<file path="src/rtl/transfer_pkg.sv">
// Shared types and encodings for the DataTransfer instruction controller.
package transfer_pkg;

   // Controller sequence: one state per datapath step of an instruction.
   typedef enum logic [2:0] {
      IDLE    = 3'd0,
      READ    = 3'd1,
      LOAD_AB = 3'd2,
      EXEC    = 3'd3,
      LOAD_C  = 3'd4,
      WRBACK  = 3'd5,
      DONE    = 3'd6
   } state_t;

   // Legal ALU operations; every other code is rejected with err.
   localparam logic [2:0] OP_ADD = 3'b001;
   localparam logic [2:0] OP_SUB = 3'b010;
   localparam logic [2:0] OP_MUL = 3'b011;

   // ABus source select codes.
   localparam logic [1:0] SEL_A    = 2'b00;
   localparam logic [1:0] SEL_B    = 2'b01;
   localparam logic [1:0] SEL_C    = 2'b10;
   localparam logic [1:0] SEL_NONE = 2'b11;

endpackage

</file>
<file path="src/rtl/transfer_ctrl.sv">
// Sequences one register-file instruction through the DataTransfer datapath:
// read operands, latch A/B, run the ALU, latch C, write the result back.
// Every control output is a decode of registered state, so reset forces the
// idle values immediately and no output depends combinationally on inputs.
module transfer_ctrl
   import transfer_pkg::*;
#(
   parameter int unsigned ADDR_W = 5,
   parameter int unsigned OP_W   = 3
) (
   input  logic              clk,
   input  logic              rst,
   input  logic              start,
   input  logic [OP_W-1:0]   op_in,
   input  logic [ADDR_W-1:0] src1_in,
   input  logic [ADDR_W-1:0] src2_in,
   input  logic [ADDR_W-1:0] dst_in,
   output logic              busy,
   output logic              done,
   output logic              err,
   output logic [ADDR_W-1:0] ReadAddr1,
   output logic [ADDR_W-1:0] ReadAddr2,
   output logic              LD_A,
   output logic              LD_B,
   output logic              LD_C,
   output logic              OEA,
   output logic              OEB,
   output logic              OEC,
   output logic              enableALU,
   output logic [OP_W-1:0]   opcode,
   output logic [1:0]        SelMux,
   output logic              WriteEnable,
   output logic [ADDR_W-1:0] WriteAddr,
   output logic [7:0]        instr_cnt
);

   state_t            r_state;
   state_t            w_state_next;
   logic [OP_W-1:0]   r_op;
   logic [ADDR_W-1:0] r_src1;
   logic [ADDR_W-1:0] r_src2;
   logic [ADDR_W-1:0] r_dst;
   logic              r_illegal;
   logic [7:0]        r_instr_cnt;
   logic              w_op_legal;
   logic              w_accept;

   // Legality is judged on the requested op at capture time.
   assign w_op_legal = (op_in == OP_W'(OP_ADD)) ||
                       (op_in == OP_W'(OP_SUB)) ||
                       (op_in == OP_W'(OP_MUL));

   // A request is only taken in IDLE; starts while busy or in DONE are dropped.
   assign w_accept = (r_state == IDLE) && start;

   // State register.
   always_ff @(posedge clk or negedge rst) begin
      if (!rst) begin
         r_state <= IDLE;
      end else begin
         r_state <= w_state_next;
      end
   end

   // Next-state logic: fixed walk for legal ops, READ->DONE shortcut otherwise.
   always_comb begin
      w_state_next = r_state;
      unique case (r_state)
         IDLE:    if (start) w_state_next = READ;
         READ:    w_state_next = r_illegal ? DONE : LOAD_AB;
         LOAD_AB: w_state_next = EXEC;
         EXEC:    w_state_next = LOAD_C;
         LOAD_C:  w_state_next = WRBACK;
         WRBACK:  w_state_next = DONE;
         DONE:    w_state_next = IDLE;
         default: w_state_next = IDLE;
      endcase
   end

   // Instruction capture: fields are frozen for the whole instruction.
   always_ff @(posedge clk or negedge rst) begin
      if (!rst) begin
         r_op      <= '0;
         r_src1    <= '0;
         r_src2    <= '0;
         r_dst     <= '0;
         r_illegal <= 1'b0;
      end else if (w_accept) begin
         r_op      <= op_in;
         r_src1    <= src1_in;
         r_src2    <= src2_in;
         r_dst     <= dst_in;
         r_illegal <= !w_op_legal;
      end
   end

   // Completed-instruction counter; rejected ops do not count, wraps at 255.
   always_ff @(posedge clk or negedge rst) begin
      if (!rst) begin
         r_instr_cnt <= 8'd0;
      end else if ((r_state == DONE) && !r_illegal) begin
         r_instr_cnt <= r_instr_cnt + 8'd1;
      end
   end

   assign instr_cnt = r_instr_cnt;

   // Output decode from the registered state and captured fields.
   always_comb begin
      busy        = 1'b0;
      done        = 1'b0;
      err         = 1'b0;
      ReadAddr1   = '0;
      ReadAddr2   = '0;
      LD_A        = 1'b0;
      LD_B        = 1'b0;
      LD_C        = 1'b0;
      OEA         = 1'b1;
      OEB         = 1'b1;
      OEC         = 1'b1;
      enableALU   = 1'b0;
      opcode      = '0;
      SelMux      = SEL_NONE;
      WriteEnable = 1'b0;
      WriteAddr   = '0;
      unique case (r_state)
         IDLE: begin
         end
         READ: begin
            busy      = 1'b1;
            ReadAddr1 = r_src1;
            ReadAddr2 = r_src2;
         end
         LOAD_AB: begin
            busy      = 1'b1;
            ReadAddr1 = r_src1;
            ReadAddr2 = r_src2;
            LD_A      = 1'b1;
            LD_B      = 1'b1;
         end
         EXEC: begin
            busy      = 1'b1;
            ReadAddr1 = r_src1;
            ReadAddr2 = r_src2;
            enableALU = 1'b1;
            opcode    = r_op;
         end
         LOAD_C: begin
            busy      = 1'b1;
            ReadAddr1 = r_src1;
            ReadAddr2 = r_src2;
            enableALU = 1'b1;
            opcode    = r_op;
            LD_C      = 1'b1;
         end
         WRBACK: begin
            // Only C drives the ABus here, so the OE one-hot rule holds.
            busy        = 1'b1;
            ReadAddr1   = r_src1;
            ReadAddr2   = r_src2;
            OEC         = 1'b0;
            SelMux      = SEL_C;
            WriteEnable = 1'b1;
            WriteAddr   = r_dst;
         end
         DONE: begin
            busy = 1'b1;
            done = 1'b1;
            err  = r_illegal;
         end
         default: begin
         end
      endcase
   end

endmodule

</file>
<file path="config.mk">
export PLATFORM = sky130hd
export DESIGN_NAME = transfer_ctrl
export DESIGN_NICKNAME = d
export VERILOG_FILES = /design/src/rtl/transfer_pkg.sv /design/src/rtl/transfer_ctrl.sv
export SDC_FILE = /design/constraint.sdc
export NUM_CORES = 1
export LEC_CHECK = 0
export BUFFER_PORTS_ARGS = -buffer_cell sky130_fd_sc_hd__buf_2
export CORE_ASPECT_RATIO = 0.9
export CORE_UTILIZATION = 47
export DETAILED_ROUTE_END_ITERATION = 7
export PLACE_DENSITY = 0.79
export SYNTH_ARGS = -nofsm -noshare
export SYNTH_HDL_FRONTEND = slang
export SYNTH_SLANG_ARGS = --single-unit
</file>
<file path="constraint.sdc">
create_clock -name clk -period 1.54 [get_ports clk]
set_input_delay 0.231 -clock clk [delete_from_list [all_inputs] [get_ports clk]]
set_output_delay 0.231 -clock clk [all_outputs]
set_load 0.05 [all_outputs]
</file>
---- Yosys cells after proc, flatten, opt, wreduce, memory -nomap -nowiden ----
Index checks and enable logic that the tools add are counted.
storage, ports and cells
  register bits ........................... 30
  bits of input ports ..................... 21
  output and inout bits ................... 39
  word-level logic and storage cells ...... 44
operators by class
  $add $sub $neg .......................... 1
  eq/ne operators ......................... 10
  mux-type cells .......................... 16
  reductions and logical operators ........ 10
operators by type and width
  operator                                       number
  one-hot mux 3 bit (6 select lines)             1
  two-way mux 5 bit                              3
  == test 3 x 2 -> 1 bit, second input constant  4
  == test 3 bit, second input constant           3
  two-way mux 1 bit                              9
  two-way mux 3 bit                              3
  adder 8 x 1 -> 8 bit, second input constant    1
  == test 3 x 1 -> 1 bit, second input constant  2
  OR reduction 6 bit                             1
  OR reduction 5 bit                             1
  logical NOT 3 bit                              1
  logical AND 1 bit                              2
  logical NOT 1 bit                              2
  logical OR 1 bit                               2
  != test 2 bit, second input constant           1
  OR reduction 2 bit                             1

---- Depth between registers and ports, before layout ----
  word-level depth ........................ 4
  depth in mapped cells ................... 5

---- Worst setup path before layout ----
OpenSTA, ideal clock, no wires.
  path type ............................... register -> output
  start point ............................. register r_state[0]
  end point ............................... output port opcode[0]
  arrival time ............................ 2.894 ns
  required time ........................... 1.309 ns
  slack ................................... -1.585 ns
  stages on the path, launching flop included .. 5
  path buffers ............................ 1
  cells stage by stage .................... dfrtp_1 -> buf_2 -> nor3b_1 -> o21bai_1 -> and2_1
on the way
  cells in the longest elaborated chain, start to end .. 3
  elaborated cells on any way between the ends .. 4
  those cells by class .................... eq/ne (2); mux (1); reduce/logical (1)
RTL lines
  what                                                            RTL line              RTL
  start: declaration                                              transfer_ctrl.sv:37   state_t r_state;
  start signal: assignment                                        transfer_ctrl.sv:61   r_state <= w_state_next;
  == test 3 bit / == test 3 x 2 -> 1 bit (equally long branches)  transfer_ctrl.sv:126  unique case (r_state)
  OR reduction 2 bit (no source line) *                           --
  two-way mux 3 bit *                                             transfer_ctrl.sv:126
  end: declaration                                                transfer_ctrl.sv:30   output logic [OP_W-1:0] opcode,
Every way passes the cells marked *; elsewhere a longest branch is shown, timed or not.

---- Worst setup path after layout ----
  start point ............................. register r_state[1]
  end point ............................... output port opcode[2]
Same word-level chain as after synthesis.

==> impl_metrics.ini <==
[detailed_routing]
antenna_left = 0
detail_route.vias_per_cell = 5.33
drcViolationCount = 0
dr.pass1.iters = 4
wl_per_cell_um = 20.5
detail_route.iter0.violations = 64
routed-via-count = 1354
drt_wl_total_um = 5200

[power_and_ir_drop]
power_frac_clock_pct = 7.2
seqPwrFrac_pct = 20.4
swShare_pct = 46.8
p_per_area_nw_per_um2 = 2800
p_int_mw = 3.80
ir_worst_vdd_mv = 2.30
power.leakage_nw = 1.29
combPwrFrac_pct = 72.4
power_switching_mw = 3.35

[clock_network]
cts_sinks = 30
htreeDepth = 2
cts_tree = done
cts_buffers = 5
clock_latency_ns = 0.35
clk_pin_slew_ns = 0.11
clock_path_buffers = 2
cts-root-buf = clkbuf_4

[setup_path]
crit_type = reg2out
worst_path_dominant_cell_family = flip-flops
cp_max_fo = 4
start_kind = flop
arrival_ns = 1.68
path_cells = buf_12 > nor3b_4 > o21bai_4 > and2_4 > buf_8
endpoint_kind = output port
crit_required_ns = 1.31
critPathMaxStageDelay_ns = 0.46
cpMaxStageDelayCell = dfrtp_2
crit_buf_inv = 2

[die]
die_y_um = 54.5
core_um2 = 2820
fp.dieArea_um2 = 3290
io_pins = 60
initial_core_util_pct = 51.1
rows = 18
fp.dieW_um = 60.3

[layout]
nNetsFinal = 235
post-route-util_pct = 90.8
syn2layout_area_growth_pct = 77.6
final_layout_size_suffix_gt1_share_pct = 70.1
antenna_cells = 0

[synth]
yosysWarnings = 0
yosysUniqueCellTypes = 29
ys_async_sr_fraction_pct = 100
synth.largest_area_cell = dfrtp_1
synth_edf_count = 0
seq_area_frac_synth_pct = 52.2
synth_top_flop_cell = dfrtp_1
avgSynthCellArea_um2 = 11.5
synth_cells = 125
yosys_register_bits = 30
syn_area_um2 = 1440
ys_top_cells_by_area = dfrtp_1 52%, mux2_1 14%, and2_1 8.3%
yosysTopAreaCellShare_pct = 52.2

[placed_design]
gp_congestion = 0.709
place.detailed.hpwl_um = 2320
pre_cts_slack_ns = -0.0543
io_buffers = 56

[timing]
fin_crit_ns = 1.92
tightest_slew_ns = 0.661
drv_slew = 0
slew_headroom_pct = 55.9
fin_worst_skew_ns = 0.0134
final_hold_viol_count = 0
setup_viol = 54
worst_slack_ns = -0.376
tns_ns = -14.25
max_freq_ghz = 0.522
min_period_over_period_pct = 124
rsz0062_at_grt = true

[status]
violations = setup timing
status = finished with violations

[min_path]
min-delay-path-class = in2reg

[global_routing]
antenna_found_initial = 0
grt_usage_pct = 30.7
grt_max_degree = 31
grt_overflow = 0
grt_pass1_vias = 1353
grt_pass1_wl_um = 6930

[job]
max_cap_violations = 0
worst paths after layout:
path                                               start                       end  slack, ns  cells past startpoint
max in group asynchronous                            rst    r_state[0]$_DFFE_PN0P_       0.62                      2
worst min register to register  instr_cnt[7]$_DFFE_PN0P_  instr_cnt[7]$_DFFE_PN0P_       0.49                      1
worst max-delay path              r_state[1]$_DFFE_PN0P_                 opcode[2]      -0.38                      5
min in group asynchronous                            rst      r_dst[1]$_DFFE_PN0P_       0.45                      2
worst max register to register    r_state[1]$_DFFE_PN0P_     r_src1[2]$_DFFE_PN0P_      -0.32                      7
worst min-delay path                           dst_in[4]      r_dst[4]$_DFFE_PN0P_       0.11                      2
flip-flops by register name (all words and copies together) (netlist names):
| register | flops |
|---|---|
| instr_cnt | 8 |
| r_dst | 5 |
| r_illegal | 1 |
| r_op | 3 |
| r_src1 | 5 |
| r_src2 | 5 |
| r_state | 3 |
metal layers:
metal / vias to the layer above / GRT usage, % / share of wire, % / wire length [µm]
met1: 683 / 36.9 / 42 / 2170
met3: 15 / 8.04 / 5.6 / 289
li1: 585 / - / - / -
met5: - / 0 / 0 / 0
met2: 71 / 51.5 / 50 / 2620
met4: 0 / 14.3 / 2.4 / 124
logic make-up after synthesis:
| kind of cell | Yosys count | synth area share [%] |
|---|---|---|
| other | 1 | 0.261 |
| buffers and inverters | 12 | 4.87 |
| AO/OA/AOI/OAI | 6 | 2.87 |
| AND/OR/NAND/NOR | 49 | 19.9 |
| flip-flops | 30 | 52.2 |
| XOR/XNOR | 7 | 4.26 |
| adder cells (fa/ha/maj) | 1 | 0.869 |
| multiplexers | 19 | 14.8 |
repair_timing:
item                                    4_1_cts  5_1_grt
hold buffers                                  1        0
pin swaps                                     7       17
gates cloned                                  3        0
buffers inserted                             14        6
endpoints found under the setup margin       47       53
hold endpoints to repair                     30        0
resized for setup                           105       25
placed cells by master (no fill, tap or decap), types with 4 or more instances in the layout:
cell type / netlist / routed
buf_2: 5 / 28
dfrtp_1: 30 / 27
buf_6: 0 / 23
buf_4: 5 / 19
mux2_4: 0 / 18
buf_8: 0 / 17
and2_4: 0 / 16
nand2_1: 9 / 8
clkbuf_4: 0 / 5
nor2_1: 7 / 4
xnor2_1: 4 / 4
stage by stage:
step                      area (µm²)  instances  hold WS [ns]  total power [mW]
after detailed placement        1890        224         0.296              4.60
final                           2550        254         0.113              7.14
after floorplan                 1540        127       -0.0646              3.87
after CTS                       2430        249         0.106              6.58
after global placement          1890        224         0.291              4.51
after global routing            2550        254         0.110              7.36
cells in the mapped netlist, drive strengths merged (2+ instances only):
master / number
dfrtp: 30
and2: 19
mux2: 18
buf: 10
nand2: 9
nor2: 7
nor3: 5
xnor2: 4
xor2: 3
a21oi: 2
inv: 2
nand4: 2
worst reg2reg max path, cell delays in order, from the launching register on:
cell	delay [ns]
dfrtp_2	0.46
buf_12	0.15
buf_4	0.14
buf_6	0.12
nor4b_4	0.25
buf_6	0.18
buf_6	0.14
mux2_4	0.31
area by class of cell:
cell class,instances,area [µm²]
clock buffers,7,55.1
inverters,2,10.0
fillers,113,260
flip-flops and latches,30,754
well taps,40,50.0
multi-input cells,85,853
clock inverters,1,5.00
repair buffers,89,827
power groups by stage:
stage	Sequential, mW	Clock [mW]	Combinational, mW
after floorplan	1.42	0	2.45
after global placement	1.35	0	3.16
after detailed placement	1.37	0	3.23
after CTS	1.41	0.508	4.66
after global routing	1.48	0.550	5.33
final	1.45	0.515	5.18
Note: power is estimated with default switching activity, not from simulation.
